## src/rtl/ip_seq_unit_if.sv

```systemverilog
// Control/status bundle between decode/control and the instruction-pointer sequencer.
// The master drives the op request; the slave returns the IP, the return stack state and the error flags.
interface ip_seq_unit_if #(
    parameter int W     = 8,
    parameter int LEN_W = 3,
    parameter int REL_W = 8,
    parameter int DEPTH = 4
);
    localparam int SP_W = $clog2(DEPTH + 1);

    logic             en_i;
    logic [2:0]       op_i;
    logic [LEN_W-1:0] len_i;
    logic [W-1:0]     d_i;
    logic [REL_W-1:0] rel_i;
    logic             clr_err_i;

    logic [W-1:0]     ip_o;
    logic [W-1:0]     seq_ip_o;
    logic [SP_W-1:0]  sp_o;
    logic             stk_full_o;
    logic             stk_empt_o;
    logic             err_ovf_o;
    logic             err_unf_o;

    modport master (
        output en_i, op_i, len_i, d_i, rel_i, clr_err_i,
        input  ip_o, seq_ip_o, sp_o, stk_full_o, stk_empt_o, err_ovf_o, err_unf_o
    );

    modport slave (
        input  en_i, op_i, len_i, d_i, rel_i, clr_err_i,
        output ip_o, seq_ip_o, sp_o, stk_full_o, stk_empt_o, err_ovf_o, err_unf_o
    );
endinterface

```

## src/rtl/ip_seq_unit.sv

```systemverilog
// Instruction-pointer sequencer: variable-length advance, absolute/relative jumps
// and a return-address stack for CALL/RET, with sticky overflow/underflow flags.
module ip_seq_unit #(
    parameter int             W         = 8,
    parameter int             LEN_W     = 3,
    parameter int             REL_W     = 8,
    parameter int             DEPTH     = 4,
    parameter logic [W-1:0]   RESET_VAL = '0
) (
    input  logic         clk,
    input  logic         rst,
    ip_seq_unit_if.slave bus
);
    localparam int SP_W  = $clog2(DEPTH + 1);
    localparam int IDX_W = (DEPTH > 1) ? $clog2(DEPTH) : 1;

    typedef enum logic [2:0] {
        OP_HOLD  = 3'b000,
        OP_INC   = 3'b001,
        OP_LOAD  = 3'b010,
        OP_JREL  = 3'b011,
        OP_CALL  = 3'b100,
        OP_CALLR = 3'b101,
        OP_RET   = 3'b110,
        OP_RSVD  = 3'b111
    } op_e;

    logic [W-1:0]      ip_q, ip_d;
    logic [SP_W-1:0]   sp_q, sp_d;
    logic              err_ovf_q, err_ovf_d;
    logic              err_unf_q, err_unf_d;
    logic [W-1:0]      stk_q [DEPTH];

    logic [W-1:0]      seq_ip;
    logic [W-1:0]      tgt_rel;
    logic signed [REL_W-1:0] rel_s;
    logic [IDX_W-1:0]  wr_idx;
    logic [IDX_W-1:0]  rd_idx;
    logic              stk_full;
    logic              stk_empt;
    logic              push;
    logic              new_ovf;
    logic              new_unf;
    op_e               op;

    assign op       = op_e'(bus.op_i);
    assign rel_s    = bus.rel_i;
    assign seq_ip   = ip_q + W'(bus.len_i);
    assign tgt_rel  = seq_ip + W'(rel_s);
    assign stk_full = (sp_q == SP_W'(DEPTH));
    assign stk_empt = (sp_q == '0);
    assign wr_idx   = sp_q[IDX_W-1:0];
    assign rd_idx   = wr_idx - IDX_W'(1);

    always_comb begin
        ip_d    = ip_q;
        sp_d    = sp_q;
        push    = 1'b0;
        new_ovf = 1'b0;
        new_unf = 1'b0;
        if (bus.en_i) begin
            case (op)
                OP_INC:  ip_d = seq_ip;
                OP_LOAD: ip_d = bus.d_i;
                OP_JREL: ip_d = tgt_rel;
                OP_CALL, OP_CALLR: begin
                    // The jump is taken even when the push has to be dropped.
                    ip_d = (op == OP_CALL) ? bus.d_i : tgt_rel;
                    if (stk_full) begin
                        new_ovf = 1'b1;
                    end else begin
                        push = 1'b1;
                        sp_d = sp_q + SP_W'(1);
                    end
                end
                OP_RET: begin
                    if (stk_empt) begin
                        new_unf = 1'b1;
                    end else begin
                        ip_d = stk_q[rd_idx];
                        sp_d = sp_q - SP_W'(1);
                    end
                end
                default: ;
            endcase
        end
        err_ovf_d = (err_ovf_q & ~bus.clr_err_i) | new_ovf;
        err_unf_d = (err_unf_q & ~bus.clr_err_i) | new_unf;
    end

    always_ff @(posedge clk or posedge rst) begin
        if (rst) begin
            ip_q      <= RESET_VAL;
            sp_q      <= '0;
            err_ovf_q <= 1'b0;
            err_unf_q <= 1'b0;
        end else begin
            ip_q      <= ip_d;
            sp_q      <= sp_d;
            err_ovf_q <= err_ovf_d;
            err_unf_q <= err_unf_d;
        end
    end

    // Stack storage carries no reset; entries above sp are never read.
    always_ff @(posedge clk) begin
        if (push && !rst) begin
            stk_q[wr_idx] <= seq_ip;
        end
    end

    assign bus.ip_o       = ip_q;
    assign bus.seq_ip_o   = seq_ip;
    assign bus.sp_o       = sp_q;
    assign bus.stk_full_o = stk_full;
    assign bus.stk_empt_o = stk_empt;
    assign bus.err_ovf_o  = err_ovf_q;
    assign bus.err_unf_o  = err_unf_q;
endmodule

```

## src/flat_wrapper.sv

```systemverilog
// flat-port wrapper written by rule: the top's interface ports become plain ports
module ip_seq_unit_flat 
#(
    parameter int             W         = 8,
    parameter int             LEN_W     = 3,
    parameter int             REL_W     = 8,
    parameter int             DEPTH     = 4,
    parameter logic [W-1:0]   RESET_VAL = '0
)
  (clk, rst, bus_en_i, bus_op_i, bus_len_i, bus_d_i, bus_rel_i, bus_clr_err_i, bus_ip_o, bus_seq_ip_o, bus_sp_o, bus_stk_full_o, bus_stk_empt_o, bus_err_ovf_o, bus_err_unf_o);
  ip_seq_unit_if #(.W(W), .LEN_W(LEN_W), .REL_W(REL_W), .DEPTH(DEPTH)) bus_i ();
  input  logic clk;
  input  logic rst;
  input wire logic [$bits(bus_i.en_i)-1:0] bus_en_i;
  input wire logic [$bits(bus_i.op_i)-1:0] bus_op_i;
  input wire logic [$bits(bus_i.len_i)-1:0] bus_len_i;
  input wire logic [$bits(bus_i.d_i)-1:0] bus_d_i;
  input wire logic [$bits(bus_i.rel_i)-1:0] bus_rel_i;
  input wire logic [$bits(bus_i.clr_err_i)-1:0] bus_clr_err_i;
  output wire logic [$bits(bus_i.ip_o)-1:0] bus_ip_o;
  output wire logic [$bits(bus_i.seq_ip_o)-1:0] bus_seq_ip_o;
  output wire logic [$bits(bus_i.sp_o)-1:0] bus_sp_o;
  output wire logic [$bits(bus_i.stk_full_o)-1:0] bus_stk_full_o;
  output wire logic [$bits(bus_i.stk_empt_o)-1:0] bus_stk_empt_o;
  output wire logic [$bits(bus_i.err_ovf_o)-1:0] bus_err_ovf_o;
  output wire logic [$bits(bus_i.err_unf_o)-1:0] bus_err_unf_o;
  assign bus_i.en_i = bus_en_i;
  assign bus_i.op_i = bus_op_i;
  assign bus_i.len_i = bus_len_i;
  assign bus_i.d_i = bus_d_i;
  assign bus_i.rel_i = bus_rel_i;
  assign bus_i.clr_err_i = bus_clr_err_i;
  assign bus_ip_o = bus_i.ip_o;
  assign bus_seq_ip_o = bus_i.seq_ip_o;
  assign bus_sp_o = bus_i.sp_o;
  assign bus_stk_full_o = bus_i.stk_full_o;
  assign bus_stk_empt_o = bus_i.stk_empt_o;
  assign bus_err_ovf_o = bus_i.err_ovf_o;
  assign bus_err_unf_o = bus_i.err_unf_o;
  ip_seq_unit #(.W(W), .LEN_W(LEN_W), .REL_W(REL_W), .DEPTH(DEPTH), .RESET_VAL(RESET_VAL)) u_core (.clk(clk), .rst(rst), .bus(bus_i));
endmodule
```

## config.mk

```make
export PLATFORM = sky130hd
export DESIGN_NAME = ip_seq_unit_flat
export DESIGN_NICKNAME = d
export VERILOG_FILES = /design/src/rtl/ip_seq_unit_if.sv /design/src/rtl/ip_seq_unit.sv /design/src/flat_wrapper.sv
export SDC_FILE = /design/constraint.sdc
export NUM_CORES = 1
export LEC_CHECK = 0
export ABC_AREA = 1
export ABC_CLOCK_PERIOD_IN_PS = 4800
export CAP_MARGIN = 20
export CORE_MARGIN = 8
export CORE_UTILIZATION = 40
export CTS_CLUSTER_SIZE = 8
export DETAILED_ROUTE_END_ITERATION = 16
export PLACE_DENSITY = 0.71
export SKIP_LAST_GASP = 1
export SLEW_MARGIN = 20
export SYNTH_ARGS = -nofsm -noshare
export SYNTH_HDL_FRONTEND = slang
export SYNTH_SLANG_ARGS = --single-unit
```

## constraint.sdc

```tcl
create_clock -name clk -period 4.8 [get_ports clk]
set_input_delay 0.96 -clock clk [delete_from_list [all_inputs] [get_ports clk]]
set_output_delay 0.96 -clock clk [all_outputs]
set_load 0.02 [all_outputs]
```

Word level (Yosys, flattened, before mapping)
Memories as Yosys holds them, arrays and structs flattened.
Cells that the tools add are included.
{"block": "classes", "add_sub_neg": 5, "multipliers": 0, "div": 0, "n_lt_le_gt_ge": 0, "eq_ne": 9, "shifts": 0, "muxes": 17, "bitwise": 5, "n_reduce_logical": 8}
{"cell": "case mux 8 bit (5 select lines)", "count": 1}
{"cell": "two-way mux 8 bit", "count": 2}
{"cell": "== test 3 bit (second input constant)", "count": 4}
{"cell": "two-way mux 1 bit", "count": 11}
{"cell": "adder 8 x 3 -> 8 bit", "count": 1}
{"cell": "adder 8 bit", "count": 1}
{"cell": "== test 3 x 2 -> 1 bit (second input constant)", "count": 2}
{"cell": "two-way mux 3 bit", "count": 2}
{"cell": "case mux 3 bit (2 select lines)", "count": 1}
{"cell": "nonzero test 5 bit", "count": 1}
{"cell": "!= test 2 bit (second input constant)", "count": 2}
{"cell": "AND reduction 4 bit", "count": 1}
{"cell": "adder 3 x 1 -> 3 bit (second input constant)", "count": 1}
{"cell": "== test 3 x 1 -> 1 bit (second input constant)", "count": 1}
{"cell": "logical NOT 3 bit", "count": 1}
{"cell": "AND reduction 3 bit", "count": 1}
{"cell": "subtractor 3 x 1 -> 3 bit (second input constant)", "count": 1}
{"cell": "AND 1 bit", "count": 2}
{"cell": "bitwise OR 1 bit", "count": 2}
{"cell": "nonzero test 2 bit", "count": 1}
{"cell": "OR reduction 2 bit", "count": 1}
{"cell": "subtractor 2 x 1 -> 2 bit (second input constant)", "count": 1}
{"cell": "logical AND 1 bit", "count": 1}
{"cell": "logical NOT 1 bit", "count": 1}
{"cell": "inverter 1 bit", "count": 1}
{"block": "word_totals", "reg_bits": 13, "latch_bits": 0, "ram_bits": 32, "romBits": 0, "input_bits": 26, "output_inout_bits": 23, "elab_cells": 49, "memories": 1}
{"name": "u_core.stk_q", "depth": 4, "word_bits": 8, "read_ports": 1, "rd_clocked_by_memory_dff": 0, "wr": 1, "line": "ip_seq_unit.sv:32", "text": "logic [W-1:0] stk_q [DEPTH];"}

Depth between registers and ports, before layout
Gate-level depths: netlist of the first run.
{"block": "depth", "word_depth": 7, "mapped_depth": 18}

Worst setup path before layout of the first run
No wires, ideal clock.
{"block": "synth_timing", "path_type": "input-to-reg", "startpoint": "input bus_len_i[0]", "endpoint": "register u_core.ip_q[5], in the netlist u_core.bus.ip_o[5]", "setup_time_ps": 117, "arrival_ps": 3263, "t_required_ps": 4683, "path_slack_ps": 1419, "stages": 13, "path_buffers": 0, "cell_sequence": "ha_1 -> inv_1 -> fa_1 -> xnor2_1 -> ha_1 -> a21oi_1 -> nand2_1 -> a21boi_0 -> nand2_1 -> nand2_1 -> o21ai_1 -> nand3_1 -> nand2_1"}
{"block": "synth_between", "elab_chain_cells": 4}
{"element": "start: declaration", "line": "flat_wrapper.sv:16", "text": "input wire logic [$bits(bus_i.len_i)-1:0] bus_len_i;"}
{"element": "adder 8 x 3 -> 8 bit *", "line": "ip_seq_unit.sv:48", "text": "assign seq_ip = ip_q + W'(bus.len_i);"}
{"element": "via bus_seq_ip_o[2]", "line": "flat_wrapper.sv:21", "text": "output wire logic [$bits(bus_i.seq_ip_o)-1:0] bus_seq_ip_o;"}
{"element": "adder 8 bit *", "line": "ip_seq_unit.sv:49", "text": "assign tgt_rel = seq_ip + W'(rel_s);"}
{"element": "two-way mux 8 bit", "line": "ip_seq_unit.sv:68", "text": "ip_d = (op == OP_CALL) ? bus.d_i : tgt_rel;"}
{"element": "case mux 8 bit (5 select lines) *", "line": "ip_seq_unit.sv:62", "text": "case (op)"}
{"element": "end signal: assignment", "line": "ip_seq_unit.sv:98", "text": "ip_q <= ip_d;"}
{"element": "end: declaration", "line": "ip_seq_unit.sv:28", "text": "logic [W-1:0] ip_q, ip_d;"}
The timed path passes the listed nets; every way through them passes the cells marked *.
A chain may end at the register's enable or synchronous reset.

Worst setup path after layout of the first run
{"block": "layout_timing", "startpoint": "input bus_len_i[0]", "endpoint": "output bus_seq_ip_o[6]"}
{"block": "layout_between", "elab_chain_cells": 1}
{"element": "adder 8 x 3 -> 8 bit", "line": "ip_seq_unit.sv:48"}
{"element": "end: declaration", "line": "flat_wrapper.sv:21"}
Every way passes these cells.

==> impl_metrics.env, run 1 <==
export IMPL_status="completed"
export IMPL_slew_headroom_pct=45.87
export IMPL_cp_required_ps=3840
export IMPL_async_reset_ff_share_pct=28.89
export IMPL_syn_inst=306
export IMPL_ys_types=35
export IMPL_grt_max_degree=25
export IMPL_worst_slack_ps=448.8
export IMPL_tightest_slew_ps=809.0
export IMPL_gp_congestion=0.9792
export IMPL_cts_sinks=45
export IMPL_place_ws_ps=446.1
export IMPL_fin_total_pwr_uw=1942
export IMPL_synth_common_cells="nand2_1 (71), inv_1 (43), edfxtp_1 (32), nand3_1 (22), nor2_1 (21)"
export IMPL_first_pass_iters=5
export IMPL_path_cells="clkdlybuf4s50_1, ha_1, inv_1, fa_1, o21ai_1, nand3_1, nor2_1, xnor2_1, inv_1, clkdlybuf4s50_1"
export IMPL_crit_fanout=6
export IMPL_grt_overflow=0
export IMPL_synth_top_area_cell="edfxtp_1"
export IMPL_power_leakage_uw=0.001453
export IMPL_fin_area_sq_um=3348
export IMPL_synth_seq_cells=45
export IMPL_cts_tree="done"
export IMPL_worst_clock_skew_ps=2.549
export IMPL_rows=30
export IMPL_setup_tns_ps=0
export IMPL_cts_hold_buf=0
export IMPL_period_share_pct=90.65
export IMPL_slowest_delay_ps=640
export IMPL_dpl_hpwl_microns=5156
export IMPL_totalWireLength_microns=6733
export IMPL_ant_nets=0
export IMPL_antenna_found_initial=0
export IMPL_synth_most_common_cell="nand2_1"
export IMPL_grt_pass1_wl_microns=11230
export IMPL_max_freq_ghz=0.2298
export IMPL_htreeDepth=2
export IMPL_antenna_cells=0
export IMPL_die_h_microns=98.14
export IMPL_syn_avg_cell_area_sq_um=8.820
export IMPL_slowest_stage="clkdlybuf4s50_1"
export IMPL_cap_violations=0
export IMPL_crit_type="in -> out"
export IMPL_drv_slew=0
export IMPL_crit_arrival_ps=3390
export IMPL_hold_ws_ps=524.7
export IMPL_insertion_delay_ps=290
export IMPL_nNetsFinal=401
export IMPL_die_area_sq_um=9631
export IMPL_rsz0062_at_grt="false"
export IMPL_port_buffers=48
export IMPL_post_route_min_period_ps=4351
export IMPL_wl_per_cell_microns=15.34
export IMPL_vdd_drop_max_v=0.0003285
export IMPL_setup_violations=0
export IMPL_start_kind="input pin"
export IMPL_post_cts_setup_buffer_count=0
export IMPL_syn_nets=349
export IMPL_cts_resized=0
export IMPL_ctsLongestPathBuffers=2
export IMPL_cp_end_kind="primary output"
export IMPL_powerDensity_nw_per_um2=580.0
export IMPL_synthesis_area_sq_um=2699
export IMPL_core_area_sq_um=6644
export IMPL_syn_to_final_growth_pct=24.06
export IMPL_fp_dieW_microns=98.14
export IMPL_root_buffer="clkbuf_8"
export IMPL_clk_pin_slew_ps=80
export IMPL_start_util_pct=40.62
export IMPL_top_level_ports=49
export IMPL_via_count=2266
export IMPL_ys_warn_count=0
export IMPL_grt_pass1_vias=2287
export IMPL_vias_per_cell=5.162
export IMPL_cts_inserted_buffers=5
export IMPL_placed_area_sq_um=3268
export IMPL_seq_area_frac_synth_pct=47.66
export IMPL_synth_edf_count=32
export IMPL_route_detailed_drc=0
export IMPL_finalHoldViolCount=0
export IMPL_drtIter0Drc=259
export IMPL_track_usage_pct=14.63
export IMPL_drive_gt1_share_pct=7.521
export IMPL_yosys_most_used_dff="edfxtp_1"
export IMPL_synth_top_area_share_pct=35.61
export IMPL_hp_class="reg -> reg"
export IMPL_synthTopCellsByArea="edfxtp_1 (36%), dfrtp_1 (12%), nand2_1 (9.9%), ha_1 (6.5%), inv_1 (6.0%)"
## per-layer routing
| layer | part of all wire, % | vias up | GRT usage [%] |
|---|---|---|---|
| met5 | 0 | - | 0 |
| met4 | 2.1 | 0 | 5.785 |
| met3 | 6.2 | 11 | 3.343 |
| met2 | 49 | 84 | 24.66 |
| met1 | 43 | 1054 | 17.65 |
| li1 | - | 1117 | - |
## sequential cells by signal (all words and copies together), names as in the netlist
signal and cells:
u_core.stk_q 32, u_core.bus.ip_o 8, u_core.bus.sp_o 3, u_core.bus.err_ovf_o 1
u_core.bus.err_unf_o 1
## where the power goes
group	total (uW)	switching [uW]	internal (uW)
sequential	566	46.1	520
clock	227	123	104
combinational	1150	710	439
## cells by family after synthesis
family                   after synthesis  share of synthesized area, %
AND/OR/NAND/NOR                      131                         22.39
buffers and inverters                 54                         7.788
AO/OA/AOI/OAI                         51                         10.85
flip-flops                            45                         47.66
adder cells (fa/ha/maj)               17                         8.716
XOR/XNOR                               8                         2.596
## metrics by stage
step,util [%],cells
after global placement,49.19,431
after floorplan,-,306
after global routing,50.40,439
after CTS,50.40,439
after detailed placement,49.19,431
final,50.40,439
## area by class of cell
| cell class | count | area, sq um |
|---|---|---|
| clock buffer | 8 | 80.08 |
| sequential | 45 | 1286 |
| inverter | 50 | 191.4 |
| tap | 80 | 100.1 |
| timing repair buffer | 49 | 488.0 |
| fill | 600 | 3296 |
| multi-input combinational | 207 | 1202 |
## final timing paths
path / cells after the start / from / slack (ps) / end
worst min-delay path: 1 / u_core.bus.sp_o[2] / 520 / u_core.bus.sp_o[2]
worst max register to register: 17 / u_core.bus.ip_o[0] / 1720 / u_core.bus.ip_o[7]
min in group asynchronous: 2 / rst / 1040 / u_core.bus.sp_o[2]
max in group asynchronous: 2 / rst / 3350 / u_core.bus.ip_o[3]
worst max-delay path: 10 / bus_len_i[0] / 450 / bus_seq_ip_o[6]
worst min register to register: 1 / u_core.bus.sp_o[2] / 520 / u_core.bus.sp_o[2]
## critical path, delay by kind of cell
kind	cells	cell delay [ps]
compound gates	1	210
xor+xnor	1	90
fa+ha+maj	2	560
buf+inv	4	1320
simple gates	2	250
## cell usage in the layout (no fill, tap or decap), drive strengths merged
master	instances
nand2	76
inv	49
clkdlybuf4s50	48
edfxtp	32
nor2	26
nand3	22
o21ai	19
a21oi	18
ha	14
dfrtp	13
clkbuf	8
xor2	5
o22ai	4
xnor2	3
fa	3
a31oi	2
a221oi	2
nand4	2
or2	2
a211oi	2
a22oi	2
nor3	2
a21boi	1
clkinv	1
o2111ai	1
nor3b	1
buf	1
(Power assumes the default switching activity.)
==> run 2, diff against run 1 <==
--- a/config.mk
+++ b/config.mk
@@ -5,13 +5,13 @@
 export SDC_FILE = /design/constraint.sdc
 export NUM_CORES = 1
 export LEC_CHECK = 0
-export ABC_AREA = 1
 export ABC_CLOCK_PERIOD_IN_PS = 4800
 export CAP_MARGIN = 20
 export CORE_MARGIN = 8
 export CORE_UTILIZATION = 40
 export CTS_CLUSTER_SIZE = 8
 export DETAILED_ROUTE_END_ITERATION = 16
+export HOLD_SLACK_MARGIN = 0.05
 export PLACE_DENSITY = 0.71
 export SKIP_LAST_GASP = 1
 export SLEW_MARGIN = 20
==> run 2 against run 1 <==
Effect of this change:
- clock power rose by 33%
- worst setup slack worse by 27 ps
- global-route usage decreased by 1.4 points
- largest power group unchanged
- final cell count down 22%
- synthesized area down 3.2%
- non-clock buffer count grew 3
- synthesized cell count shrank 30%
- total power rose by 1.6%
- combinational power decreased by 7%
- maximum frequency shrank 0.62%
- sequential share of layout area up 0.69 points
==> impl_metrics.env, run 2 <==
export IMPL_placed_cells=335
export IMPL_first_pass_iters=4
export IMPL_path_cells="clkdlybuf4s50_1, ha_1, nand3_1, nand2_1, nand3_1, xnor2_1, clkdlybuf4s50_1"
export IMPL_critical_path_endpoint="bus_seq_ip_o[5]"
export IMPL_slowest_stage="clkdlybuf4s50_1"
export IMPL_grt_pass1_vias=1921
export IMPL_setup_tns_ps=0
export IMPL_fin_area_sq_um=3289
export IMPL_powerDensity_nw_per_um2=599.6
export IMPL_synth_most_common_cell="edfxtp_1"
export IMPL_wl_per_cell_microns=17.99
export IMPL_max_freq_ghz=0.2284
export IMPL_start_kind="input pin"
export IMPL_hold_depth=1
export IMPL_largest_register_ffs=32
export IMPL_ys_warn_count=0
export IMPL_synthesis_area_sq_um=2614
export IMPL_comb_power_share_pct=54.2
export IMPL_rows=29
export IMPL_rsz0062_at_grt="false"
export IMPL_synth_seq_cells=45
export IMPL_cts_sinks=45
export IMPL_worstSetupPathDepth=7
export IMPL_clk_pin_slew_ps=90
export IMPL_ant_nets=0
export IMPL_internal_power_uw=1187
export IMPL_swShare_pct=39.81
export IMPL_drtIter0Drc=99
export IMPL_synth_top_area_share_pct=36.76
export IMPL_grt_overflow=0
export IMPL_ys_types=45
export IMPL_drv_slew=0
export IMPL_hp_class="reg -> reg"
export IMPL_crit_start="bus_len_i[2]"
export IMPL_route_detailed_drc=0
export IMPL_r2r_slack_ps=1650
export IMPL_synthTopCellsByArea="edfxtp_1 (37%), dfrtp_1 (12%), ha_1 (6.7%), mux4_1 (6.0%), xnor2_1 (3.4%)"
export IMPL_vdd_drop_max_v=0.0002933
export IMPL_ctsLongestPathBuffers=2
export IMPL_synth_common_cells="edfxtp_1 (32), nand2_1 (18), inv_1 (15), ha_1 (14), nor2_1 (14)"
export IMPL_antenna_found_initial=0
export IMPL_syn_inst=213
export IMPL_setup_violations=0
export IMPL_period_share_pct=91.21
export IMPL_placed_area_sq_um=3173
export IMPL_post_route_min_period_ps=4378
export IMPL_worstPathBufferInverterCount=2
export IMPL_crit_type="in -> out"
export IMPL_die_h_microns=96.84
export IMPL_insertion_delay_ps=300
export IMPL_dpl_hpwl_microns=4786
export IMPL_syn_nets=256
export IMPL_grt_max_degree=19
export IMPL_fp_dieW_microns=96.84
export IMPL_cts_tree="done"
export IMPL_top_register="u_core.stk_q"
export IMPL_post_cts_setup_buffer_count=0
export IMPL_clkPwrFrac_pct=15.4
export IMPL_vias_per_cell=5.405
export IMPL_cts_resized=0
export IMPL_yosys_most_used_dff="edfxtp_1"
export IMPL_cp_end_kind="primary output"
export IMPL_slew_headroom_pct=51.30
export IMPL_crit_fanout=6
export IMPL_htreeDepth=2
export IMPL_cts_inserted_buffers=5
export IMPL_final_cell_mix="clkdlybuf4s50_1 (48), edfxtp_1 (32), nand2_1 (18)"
export IMPL_root_buffer="clkbuf_8"
export IMPL_synth_edf_count=32
export IMPL_hold_ws_ps=530.2
export IMPL_synth_top_area_cell="edfxtp_1"
export IMPL_async_reset_ff_share_pct=28.89
export IMPL_drive_gt1_share_pct=8.271
export IMPL_port_buffers=48
export IMPL_stdcell_count=343
export IMPL_via_count=1854
export IMPL_r2r_cells=14
export IMPL_p_seq_share_pct=30.4
export IMPL_antenna_cells=0
export IMPL_status="completed"
export IMPL_die_area_sq_um=9377
export IMPL_crit_arrival_ps=3420
export IMPL_syn_avg_cell_area_sq_um=12.27
export IMPL_start_util_pct=41.16
export IMPL_fillCellCount=583
export IMPL_core_area_sq_um=6350
export IMPL_slowest_delay_ps=730
export IMPL_cts_hold_buf=0
export IMPL_cap_violations=0
export IMPL_layout_commonest_cell="clkdlybuf4s50_1"
export IMPL_cp_top_family="buffers and inverters"
export IMPL_r2r_end="u_core.bus.ip_o[7]"
export IMPL_totalWireLength_microns=6172
export IMPL_grt_pass1_wl_microns=10040
export IMPL_netSwitchingPower_uw=785.1
export IMPL_tightest_slew_ps=730.6
export IMPL_nNetsFinal=308
export IMPL_cp_required_ps=3840
export IMPL_worst_clock_skew_ps=6.240
export IMPL_finalHoldViolCount=0
export IMPL_track_usage_pct=13.21
export IMPL_seq_area_frac_synth_pct=49.21
export IMPL_syn_to_final_growth_pct=25.85
export IMPL_gp_congestion=0.8196
export IMPL_power_leakage_uw=0.001270
export IMPL_top_level_ports=49
export IMPL_reg2reg_from="u_core.bus.ip_o[0]"
## run 2: changes by cell type after synthesis, moves of 5 or more
cell | before | now
nand3_1 | 22 | 3
inv_1 | 43 | 15
mux4_1 | 0 | 6
xnor2_1 | 3 | 10
nand2_1 | 71 | 18
a21oi_1 | 18 | 13
nor2_1 | 21 | 14
and2_1 | 0 | 6
inv_2 | 5 | 0
## run 2: stage by stage
stage               setup WS (ps)  power, uW  util (%)
floorplan                    1126       1278         -
global placement            454.4       1658     49.97
detailed placement          453.4       1682     49.97
CTS                         444.1       1990     51.80
global route                281.8       2095     51.80
finish                      421.8       1972     51.80
## run 2: area by class of cell
class	instances	area [sq um]	share of cell area (%)
clock buffer	5	68.82	2.092
multi-input combinational	146	1224	37.20
clock inverter	3	47.55	1.445
timing repair buffer	52	510.5	15.52
sequential	45	1286	39.10
tap	77	96.34	2.929
inverter	15	56.30	1.712
## run 2: routing by layer
metal	share of wire [%]	global-route usage [%]	up-vias	routed length [microns]
li1	-	-	891	-
met1	46	16.84	927	2839
met2	49	21.30	32	3030
met3	4.4	3.912	4	274
met4	0.44	3.195	0	27
met5	0	0	-	0
## run 2: worst min-delay path by stage
stage	to	from
4_1_cts	u_core.bus.sp_o[2]	u_core.bus.sp_o[2]
5_1_grt	u_core.bus.sp_o[2]	u_core.bus.sp_o[2]
6_report	u_core.bus.sp_o[2]	u_core.bus.sp_o[2]
2_1_floorplan	u_core.bus.ip_o[0]	u_core.bus.ip_o[0]
3_3_place_gp	u_core.bus.ip_o[0]	u_core.bus.ip_o[0]
3_5_place_dp	u_core.bus.sp_o[2]	u_core.bus.sp_o[2]
## run 2: cells by family after synthesis
group / after synthesis / share of synthesized area, %
compound gates: 51 / 13.45
simple gates: 50 / 8.760
flops: 45 / 49.21
buf+inv: 22 / 3.973
fa+ha+maj: 17 / 9.000
xor+xnor: 16 / 5.888
mux: 12 / 9.717
## run 2: power by group through the flow
stage / combinational, uW / clock [uW] / sequential [uW]
after floorplan: 647 / 0 / 631
after global placement: 1050 / 0 / 605
after detailed placement: 1070 / 0 / 609
after CTS: 1080 / 310 / 600
after global routing: 1170 / 320 / 609
final: 1070 / 303 / 600
